## src/rtl/tmrx_pkg.sv

```systemverilog
// Shared definitions for the TMRX error-sink aggregator: clear FSM state
// encoding and the default channel count / counter width.
package tmrx_pkg;

  localparam int TMRX_NUM_CH_DEFAULT = 4;
  localparam int TMRX_CNT_W_DEFAULT  = 8;

  typedef enum logic {
    IDLE  = 1'b0,
    CLEAR = 1'b1
  } clr_state_e;

endpackage : tmrx_pkg

```

## src/rtl/tmrx_err_chan.sv

```systemverilog
// One error channel: rising-edge detect on the raw error level, a sticky
// flag and (when TMRX_ERR_CNT_EN is defined) a saturating event counter.
// A new event always beats a clear applied in the same cycle.
module tmrx_err_chan
  import tmrx_pkg::*;
#(
  parameter int CNT_W = TMRX_CNT_W_DEFAULT
) (
  input  logic             clk_i,
  input  logic             rst_i,
  input  logic             err_i,
  input  logic             ev_clr,     // latched clear-mask bit for this channel
  input  logic             clr_apply,  // clear FSM is applying the mask this cycle
  output logic             sticky_o,
  output logic [CNT_W-1:0] cnt_o
);

  localparam logic [CNT_W-1:0] CNT_MAX = {CNT_W{1'b1}};

  logic err_q;
  logic sticky_q, sticky_d;
  logic ev;
  logic clr;

  assign ev  = err_i & ~err_q;
  assign clr = ev_clr & clr_apply;

  // Sticky next state: event sets, clear resets, event wins.
  always_comb begin
    // NOTE: every signal written here gets a default first, so no path
    // through the block leaves it unassigned and no latch is inferred.
    sticky_d = sticky_q;
    if (ev) begin
      sticky_d = 1'b1;
    end else if (clr) begin
      sticky_d = 1'b0;
    end
  end

  // Edge-detect history and sticky flag registers.
  always_ff @(posedge clk_i) begin
    // NOTE: non-blocking assignments so every register samples the
    // pre-edge values of the others, independent of statement order.
    if (rst_i) begin
      err_q    <= 1'b0;
      sticky_q <= 1'b0;
    end else begin
      err_q    <= err_i;
      sticky_q <= sticky_d;
    end
  end

  assign sticky_o = sticky_q;

`ifdef TMRX_ERR_CNT_EN
  logic [CNT_W-1:0] cnt_q, cnt_d;

  // Counter next state: saturating increment, an event coinciding with a
  // clear restarts the count at one.
  always_comb begin
    cnt_d = cnt_q;
    if (ev) begin
      if (clr) begin
        cnt_d = CNT_W'(1);
      end else if (cnt_q != CNT_MAX) begin
        cnt_d = cnt_q + CNT_W'(1);
      end
    end else if (clr) begin
      cnt_d = '0;
    end
  end

  // Event counter register.
  always_ff @(posedge clk_i) begin
    if (rst_i) begin
      cnt_q <= '0;
    end else begin
      cnt_q <= cnt_d;
    end
  end

  assign cnt_o = cnt_q;
`else
  assign cnt_o = '0;
`endif

endmodule : tmrx_err_chan

```

## src/rtl/tmrx_err_aggregator.sv

```systemverilog
// TMRX error-sink aggregator top. Instantiates one tmrx_err_chan per
// channel and holds the clear handshake FSM, the clear-mask latch, the
// counter readout mux and the combined error-sink output.
// Optional feature macro: TMRX_ERR_CNT_EN (per-channel event counters).
module tmrx_err_aggregator
  import tmrx_pkg::*;
#(
  parameter int NUM_CH = TMRX_NUM_CH_DEFAULT,
  parameter int CNT_W  = TMRX_CNT_W_DEFAULT,
  localparam int SEL_W = (NUM_CH > 1) ? $clog2(NUM_CH) : 1
) (
  input  logic              clk_i,
  input  logic              rst_i,
  input  logic [NUM_CH-1:0] err_i,
  input  logic              clr_valid_i,
  input  logic [NUM_CH-1:0] clr_mask_i,
  output logic              clr_ready_o,
  output logic [NUM_CH-1:0] sticky_o,
  input  logic [SEL_W-1:0]  cnt_sel_i,
  output logic [CNT_W-1:0]  cnt_o,
  (* tmrx_error_sink *)
  output logic              err_o
);

  clr_state_e                   state_q, state_d;
  logic [NUM_CH-1:0]            mask_q, mask_d;
  logic                         clr_apply;
  logic [NUM_CH-1:0][CNT_W-1:0] cnt_w;

  // Clear handshake: accept in IDLE, apply the latched mask for one cycle.
  always_comb begin
    state_d     = state_q;
    mask_d      = mask_q;
    clr_ready_o = 1'b0;
    clr_apply   = 1'b0;
    case (state_q)
      IDLE: begin
        clr_ready_o = 1'b1;
        if (clr_valid_i) begin
          state_d = CLEAR;
          mask_d  = clr_mask_i;
        end
      end
      CLEAR: begin
        clr_apply = 1'b1;
        state_d   = IDLE;
      end
      default: state_d = IDLE;
    endcase
  end

  // FSM state and clear-mask latch; reset discards any pending clear.
  always_ff @(posedge clk_i) begin
    if (rst_i) begin
      state_q <= IDLE;
      mask_q  <= '0;
    end else begin
      state_q <= state_d;
      mask_q  <= mask_d;
    end
  end

  for (genvar k = 0; k < NUM_CH; k++) begin : g_chan
    tmrx_err_chan #(
      .CNT_W(CNT_W)
    ) u_chan (
      .clk_i    (clk_i),
      .rst_i    (rst_i),
      .err_i    (err_i[k]),
      .ev_clr   (mask_q[k]),
      .clr_apply(clr_apply),
      .sticky_o (sticky_o[k]),
      .cnt_o    (cnt_w[k])
    );
  end

  assign err_o = |sticky_o;

`ifdef TMRX_ERR_CNT_EN
  // Counter readout; selections beyond the last channel read zero.
  always_comb begin
    cnt_o = '0;
    if (32'(cnt_sel_i) < NUM_CH) begin
      cnt_o = cnt_w[cnt_sel_i];
    end
  end
`else
  logic unused_sel;
  assign unused_sel = ^{cnt_sel_i, cnt_w};
  assign cnt_o      = '0;
`endif

endmodule : tmrx_err_aggregator
```

## config.mk

```make
export PLATFORM = sky130hd
export DESIGN_NAME = tmrx_err_aggregator
export DESIGN_NICKNAME = d
export VERILOG_FILES = /design/src/rtl/tmrx_pkg.sv /design/src/rtl/tmrx_err_chan.sv /design/src/rtl/tmrx_err_aggregator.sv
export SDC_FILE = /design/constraint.sdc
export NUM_CORES = 1
export LEC_CHECK = 0
export BUFFER_PORTS_ARGS = -buffer_cell sky130_fd_sc_hd__clkbuf_2
export CORE_MARGIN = 8
export CORE_UTILIZATION = 43
export DETAILED_ROUTE_END_ITERATION = 16
export PLACE_DENSITY = 0.76
export SYNTH_ARGS = -nofsm -noshare
export SYNTH_HDL_FRONTEND = slang
export SYNTH_SLANG_ARGS = --single-unit
```

## constraint.sdc

```tcl
create_clock -name clk_i -period 1 [get_ports clk_i]
set_input_delay 0.05 -clock clk_i [delete_from_list [all_inputs] [get_ports clk_i]]
set_output_delay 0.05 -clock clk_i [all_outputs]
set_load 0.01 [all_outputs]
```

# Yosys cells after proc, flatten, opt, wreduce, memory -nomap -nowiden

Index checks and enable logic that the tools add are counted.
W data, S select, Z words.

Input bits: 13
Register bits after elaboration: 13
Output and inout port bits: 14

Reduce and logical (&&, ||, !) cells: 6
Multiplexer cells: 12
Bitwise gates (word level): 13

Operator list:

| cell               | number |
|---|---|
| $mux W1            | 11 |
| $and A1 B1 Y1      | 8 |
| $reduce_bool A2 Y1 | 4 |
| $not A1 Y1         | 5 |
| $reduce_or A4 Y1   | 1 |
| $pmux W1 S2        | 1 |
| $reduce_and A2 Y1  | 1 |

# Depth between registers and ports, before layout

Gate-level depths: netlist (run 1).

Depth in word-level cells: 4
Gate-level depth with buffers: 3
Gate-level depth less buffers: 2

# Hierarchy

A second synthesis (run 1) with hierarchy kept.

Cell total of the unflattened synthesis: 90
Area total of the unflattened synthesis: 820.8 um^2

By module, submodules not included:

| module              | seq. area each (um^2) | times used | cells each | area each (um^2) |
|---|---|---|---|---|
| tmrx_err_chan       | 40.0                  | 4          | 15         | 135.1 |
| tmrx_err_aggregator | 100.1                 | 1          | 30         | 280.3 |

# Worst setup path after synthesis (run 1)

No wires, ideal clock.

Kind: register -> output
Start point: reg g_chan[1].u_chan.sticky_q
End point: out err_o
Buffers on the path: 0
Path slack: 86 ps
Arrival time: 864 ps
Cell stages (with the launch flop): 2
Path through: dfxtp_1 or4_1

Cells in the longest elaborated chain, start to end: 1

RTL lines:

| what                   | line                      | text |
|---|---|---|
| start, declared        | tmrx_err_chan.sv:21       | `logic sticky_q, sticky_d;` |
| start signal, assigned | tmrx_err_chan.sv:49       | `sticky_q <= sticky_d;` |
| $reduce_or A4 Y1       | tmrx_err_aggregator.sv:77 | `assign err_o = \|sticky_o;` |
| end, declared          | tmrx_err_aggregator.sv:22 | `output logic err_o` |

Every way passes these cells.

# Worst setup path in the final report (run 1)

Ends and elaborated chain as after synthesis.

==> results of run 1 <==
flip-flops by register name, indices dropped and copies added, names as in the netlist:
register / cells
state_q: 1
g_chan.u_chan.err_q: 4
mask_q: 4
g_chan.u_chan.sticky_o: 4
per-layer routing:
metal / GRT usage, % / vias to the layer above / wire length (µm)
li1: - / 214 / -
met1: 9.39 / 179 / 459
met2: 13.5 / 15 / 498
met3: 3.92 / 2 / 116
met4: 6.30 / 0 / 5
met5: 0 / - / 0
repair_timing:
| item | 4_1_cts | 5_1_grt |
|---|---|---|
| setup endpoints to repair | 2 | 1 |
| endpoints found under the hold margin | 0 | 0 |
| gates resized for setup | 1 | 0 |
cell usage after synthesis (all sizes together):
cell / number / area, µm²
buf: 14 / 106
dfxtp: 13 / 260
inv: 4 / 17.5
nand2: 4 / 15.0
nand2b: 4 / 25.0
nand4bb: 4 / 45.0
nor2b: 4 / 30.0
o21ai: 4 / 20.0
a31o: 2 / 17.5
a32o: 2 / 20.0
nor3b: 2 / 15.0
and2: 1 / 6.26
and2b: 1 / 7.51
conb: 1 / 3.75
or4: 1 / 7.51
placed cells by master, fill, tap and decap left out:
master      n
a32o_1      2
buf_4       2
or4_1       1
clkbuf_1    1
inv_4       1
and2_1      1
dfxtp_2     1
nand4bb_1   4
inv_1       3
o21ai_1     2
nor2b_2     2
clkbuf_4    3
and2b_1     1
a31o_2      2
o21ai_0     2
nand2_1     4
dfxtp_1    12
nand2b_1    4
clkbuf_2   16
nor3b_1     2
conb_1      8
nor2b_1     2
power breakdown:
group / switching [mW] / leakage, nW / internal (mW)
logic: 0.0746 / 0.171 / 0.0778
clock network: 0.158 / 0.0150 / 0.154
registers: 0.0226 / 0.108 / 0.555
metrics by stage:
step                      setup WS, ns  TNS [ns]  power [mW]
after floorplan                 0.0856         0       0.722
after global placement          0.0186         0       0.738
after detailed placement        0.0149         0       0.744
after CTS                       -0.293    -0.293        1.06
after global routing            -0.336    -0.336        1.11
final                           -0.274    -0.274        1.04
worst min-delay path by stage:
stage                         from                                end  slack [ns]  cells past startpoint
after floorplan           err_i[1]  g_chan[1].u_chan.err_q$_SDFF_PP0_        0.18                      1
after detailed placement  err_i[2]  g_chan[2].u_chan.err_q$_SDFF_PP0_        0.29                      2
after global placement    err_i[1]  g_chan[1].u_chan.err_q$_SDFF_PP0_        0.28                      2
after CTS                 err_i[3]  g_chan[3].u_chan.err_q$_SDFF_PP0_       0.001                      2
final                     err_i[3]  g_chan[3].u_chan.err_q$_SDFF_PP0_        0.01                      2
after global routing      err_i[2]  g_chan[2].u_chan.err_q$_SDFF_PP0_       0.004                      2
layout make-up:
cell class,instances,area [µm²],share of cell area [%]
well taps,15,18.8,2.85
repair buffers,18,95.1,14.4
inverters,4,17.5,2.66
multi-input cells,37,239,36.3
clock buffers,4,26.3,3.99
flip-flops and latches,13,262,39.7
cells by family after synthesis:
logic type | count (synthesis)
buf+inv | 18
compound gates | 8
flops | 13
simple gates | 21
other cells | 1
critical path: cells and delay by family (launching register included):
kind | cells | cell delay, ns
AND/OR/NAND/NOR | 1 | 0.51
buffers and inverters | 1 | 0.14
flip-flops | 1 | 0.31
==> run metrics, run 1 <==
mux contribution to synthesized area 0%; global-route wire length before repair about 1800 µm; failing checks setup timing; die area 2840 µm²; crit-path cells or4_1 -> clkbuf_2; starting density of the core roughly 46%; syn avg cell area about 10 µm²; layout net count 90; cell count after placement 87; Seq cells post-synth 13; share of cells above drive strength 1 a little over a third; Reg2Reg Depth 2; yosys warns 0; Final period util 127%; initial antenna violation count 0; largest net degree at the start of global routing 16; reg2reg start state_q$_SDFF_PP0_; critical path class flip-flop to output pin; max-slew violation count 0; Fmax around 0.78 GHz; Area Growth Syn to Fin 10.3%; Critical Path RT between 0.9 and 1 ns; ANT cells 0; Final setup viols 1; worst skew pair latency ~0.27 ns; Syn Std Cell Area slightly below 600 µm²; H-Tree Depth 1; row count 13; Die X-Extent approximately 53 µm; CP Launch Point g_chan[1].u_chan.sticky_o$_SDFFE_PP0P_; total gr overflow 0; Slowest cell on crit path or4_1; root buf cell clkbuf_4; register area share after synthesis a little over two fifths; Critical Path Fanout Max 2; final core utilization between 50% and 60%; PnR worst setup slack -0.274 ns; Iteration-0 DRC Markers 0; power per cell area 1580 nW/µm²; reg2reg end g_chan[0].u_chan.sticky_o$_SDFFE_PP0P_; crit end category output pin; Final Cell Area approximately 660 µm²; worst setup path end err_o; Core Region ~1300 µm²; CTS tree built; post-DR wirelength/cell roughly 12 µm; DR vias/cell ~4.5; setup repair bufs after CTS 0; GRT Total Usage under 10%; Die Y ~53 µm; Min Clock Period, post-route 1.27 ns; Post-DRT Antenna Nets 0; Leak between 0.2 and 0.3 nW; max incr delay on CP 0.51 ns; Pre-antenna DRT Iters 1; RSZ-0062 raised after global routing true; CP startpoint kind flip-flop; DRT Wirelength approximately 1100 µm; PortBufs 16; Max Cap Violations 0; Final HPWL DP a little under 900 µm; # DRC 0; WP data arrival between 1 and 1.5 ns; Worst VDD drop 0.759 mV; GP Congestion about 0.65; Num Clock Sinks 13; hold buffers post-CTS 0; Fin. Hold Viols 0; Post-Synth Adder-Cell Area 0%; clock skew roughly 0.00057 ns; XOR/XNOR Fraction of Synth Area 0%; Num CTS Buffers 3; # fillers 139; routed vias between 400 and 500; Gate Count Post-Synth between 60 and 70; DP Area roughly 630 µm²; final non-filler cell total 91; R2R setup slack between 0.15 and 0.2 ns; Post-Synth Simple-Gate Area 25.4%; Synth cell types 20; Min Hold Slack 0.0144 ns; largest family of logic cells by synthesized area simple AND/OR/NAND/NOR gates; number of global-route vias before repair approximately 430; I/O pin cnt 27; Hold WC Path Type input pin to flip-flop; Clock Tree Buf Depth 2; clk slew on worst S/H paths approximately 0.07 ns; status finished with violations; compound-cell area share of the yosys netlist 9.64%
(Power assumes the default switching activity.)
==> inputs of run 2 (changes only) <==
--- a/config.mk
+++ b/config.mk
@@ -5,11 +5,13 @@
 export SDC_FILE = /design/constraint.sdc
 export NUM_CORES = 1
 export LEC_CHECK = 0
+export ABC_AREA = 1
 export BUFFER_PORTS_ARGS = -buffer_cell sky130_fd_sc_hd__clkbuf_2
 export CORE_MARGIN = 8
 export CORE_UTILIZATION = 43
 export DETAILED_ROUTE_END_ITERATION = 16
-export PLACE_DENSITY = 0.76
+export PLACE_DENSITY = 0.77
+export SLEW_MARGIN = 20
 export SYNTH_ARGS = -nofsm -noshare
 export SYNTH_HDL_FRONTEND = slang
 export SYNTH_SLANG_ARGS = --single-unit
==> run 2 against run 1 <==
The run now ends clean; clock-buffer cell count is the same; global-route usage is essentially flat; routed wire length shrank 1.0%.
==> run metrics, run 2 <==
status complete, no violations (was finished with violations); H-Tree Depth 1 (unchanged); number of global-route vias before repair 462 (was 432); worst skew pair latency 0.27 ns (about the same); total gr overflow 0 (unchanged); Critical Path RT 0.95 ns (about the same); share of cells above drive strength 1 23.4% (was 35.5%); cell family with most CP delay flip-flops (was simple AND/OR/NAND/NOR gates); Final Power 1.05 mW (was 1.04 mW); post-DR wirelength/cell 9.81 µm (was 11.9 µm); WP data arrival 0.89 ns (was 1.22 ns); DP Area 588 µm² (was 631 µm²); Slowest cell on crit path dfxtp_2 (was or4_1); initial antenna violation count 0 (unchanged); CTS tree built (unchanged); switching portion of total power 25.7% (was 24.5%); layout net count 108 (was 90); GP Congestion 0.681 (was 0.651); Core Region 1270 µm² (was 1300 µm²); Gate Count Post-Synth 75 (was 61); WP buf/inv 2 (was 1); Min Clock Period, post-route 0.936 ns (was 1.27 ns); CP startpoint kind flip-flop (unchanged); hold depth 3 (was 2); Pre-antenna DRT Iters 2 (was 1); Clock Tree Buf Depth 2 (unchanged); Num Clock Sinks 13 (unchanged); Min-Delay Endpoint state_q$_SDFF_PP0_ (was g_chan[3].u_chan.err_q$_SDFF_PP0_); P_sw 0.270 mW (was 0.255 mW); clock skew 0.00819 ns (was 0.000566 ns); # DRC 0 (unchanged); power per cell area 1580 nW/µm² (about the same); crit end category output pin (unchanged); critical path class flip-flop to output pin (unchanged); global-route wire length before repair 1810 µm (was 1850 µm); Worst VDD drop 0.754 mV (was 0.759 mV); row count 13 (unchanged); Area Growth Syn to Fin 18.0% (was 10.3%); Clock Power Share 29.8% (was 30.0%); Post-synth EDFFs 0 (unchanged); area leader, netlist dfxtp_1 (unchanged); Leak 0.369 nW (was 0.294 nW); synth top area cells dfxtp_1, buf_4, nand2_1 (was dfxtp_1, buf_4, nand4bb_1); DR vias/cell 4.20 (was 4.51); Min Hold Slack 0.0581 ns (was 0.0144 ns); commonest non-fill, non-tap cell in the layout clkbuf_2 (unchanged); worst hold start clr_valid_i (was err_i[3]); die area 2730 µm² (was 2840 µm²); Post-DRT Antenna Nets 0 (unchanged); clk slew on worst S/H paths 0.08 ns (was 0.07 ns); largest net degree at the start of global routing 13 (was 16); Final HPWL DP 852 µm (was 866 µm); RSZ-0062 raised after global routing false (was true); Die Y 52.2 µm (was 53.3 µm); PortBufs 16 (unchanged); busiest grt layer met2 (unchanged); Reg2Reg Depth 4 (was 2); Final period util 93.6% (was 127%); ANT cells 0 (unchanged); max-slew violation count 0 (unchanged); setup repair bufs after CTS 0 (unchanged); reg2reg end mask_q[2]$_SDFFE_PP0P_ (was g_chan[0].u_chan.sticky_o$_SDFFE_PP0P_); DRT Wirelength 1070 µm (was 1080 µm); Final Cell Area 666 µm² (was 658 µm²); Num CTS Buffers 3 (unchanged); yosys warns 0 (unchanged); starting density of the core 44.5% (was 45.9%); Hold WC Path Type input pin to flip-flop (unchanged); Crit path depth 2 (unchanged); I/O pin cnt 27 (unchanged); Flop pwr share 55.5% (was 55.4%); met1 Use GR 8.82% (was 9.39%); met2 global-route usage 14.4% (was 13.5%); most frequent cells in the layout clkbuf_2, nand2_1, dfxtp_1, nor2_1, inv_1 (was clkbuf_2, dfxtp_1, conb_1); Iteration-0 DRC Markers 2 (was 0); Post-synth top cells dfxtp_1, nand2_1, buf_4 (was dfxtp_1, buf_4, nand2_1, nand2b_1, nand4bb_1); Fmax 1.07 GHz (was 0.785 GHz); Yosys top cell area share 46.1% (was 43.6%); routed vias 458 (was 410); internal power 0.781 mW (was 0.787 mW); syn avg cell area 7.52 µm² (was 9.78 µm²); Final setup viols 0 (was 1); Max Cap Violations 0 (unchanged); reg2reg start state_q$_SDFF_PP0_ (unchanged); register area share after synthesis 46.1% (was 43.6%); met3 usage 3.69% (was 3.92%); Top FF cell, synth dfxtp_1 (unchanged); Fin. Hold Viols 0 (unchanged); root buf cell clkbuf_4 (unchanged); Syn Std Cell Area 564 µm² (was 597 µm²); Seq cells post-synth 13 (unchanged); R2R setup slack 0.23 ns (was 0.16 ns); Die X-Extent 52.2 µm (was 53.3 µm); Sum Neg Setup Slack 0 ns (was -0.274 ns); max incr delay on CP 0.41 ns (was 0.51 ns); crit-path cells inv_2 -> clkbuf_2 (was or4_1 -> clkbuf_2); Critical Path Fanout Max 7 (was 2); power share of the combinational group 14.7% (was 14.6%); Synth cell types 12 (was 20); Async SR Flop Fraction 0% (unchanged); GRT Total Usage 8.83% (was 8.81%)
run 2: kinds of logic after synthesis:
group                  synth area share, %
buffers and inverters                 25.3
other                                0.665
flip-flops                            46.1
AND/OR/NAND/NOR                       24.4
AO/OA/AOI/OAI                         3.55
run 2: worst max-delay path by stage:
stage,slack [ns],from,to
finish,0.06,state_q$_SDFF_PP0_,clr_ready_o
global route,0.02,state_q$_SDFF_PP0_,clr_ready_o
CTS,0.05,g_chan[1].u_chan.sticky_o$_SDFFE_PP0P_,err_o
detailed placement,0.15,state_q$_SDFF_PP0_,mask_q[0]$_SDFFE_PP0P_
global placement,0.18,state_q$_SDFF_PP0_,mask_q[1]$_SDFFE_PP0P_
floorplan,0.24,state_q$_SDFF_PP0_,mask_q[0]$_SDFFE_PP0P_
run 2: per-layer routing:
metal,wire [µm],part of all wire [%]
met4,14,1.3
met1,469,44
met5,0,0
met3,123,12
met2,462,43
run 2: power by group through the flow:
stage | registers [mW] | clock network (mW) | logic [mW]
floorplan | 0.588 | 0 | 0.136
global placement | 0.593 | 0 | 0.136
detailed placement | 0.595 | 0 | 0.140
CTS | 0.584 | 0.323 | 0.156
global route | 0.589 | 0.333 | 0.179
finish | 0.584 | 0.313 | 0.155
run 2: layout make-up:
| cell class | instances | area [µm²] |
|---|---|---|
| multi-input combinational | 45 | 188 |
| fill | 132 | 603 |
| tap | 15 | 18.8 |
| sequential | 13 | 262 |
| clock buffer | 4 | 26.3 |
| inverter | 11 | 41.3 |
| timing repair buffer | 21 | 130 |
run 2: stage by stage:
stage	cells	utilization (%)	setup slack (ns)
4_1_cts	109	52.5	0.0538
6_report	109	52.5	0.0644
2_1_floorplan	82	-	0.240
3_3_place_gp	100	46.4	0.176
5_1_grt	109	52.5	0.0204
3_5_place_dp	100	46.4	0.147
run 2: worst min-delay path, stage by stage:
cell	delay [ns]
clkbuf_2	0.11
inv_1	0.09
nor3_1	0.05
run 2: what timing repair did:
item	CTS	global route
setup endpoints to repair	1	0
hold buffers	5	0
resized for setup	1	0
endpoints found under the hold margin	5	0
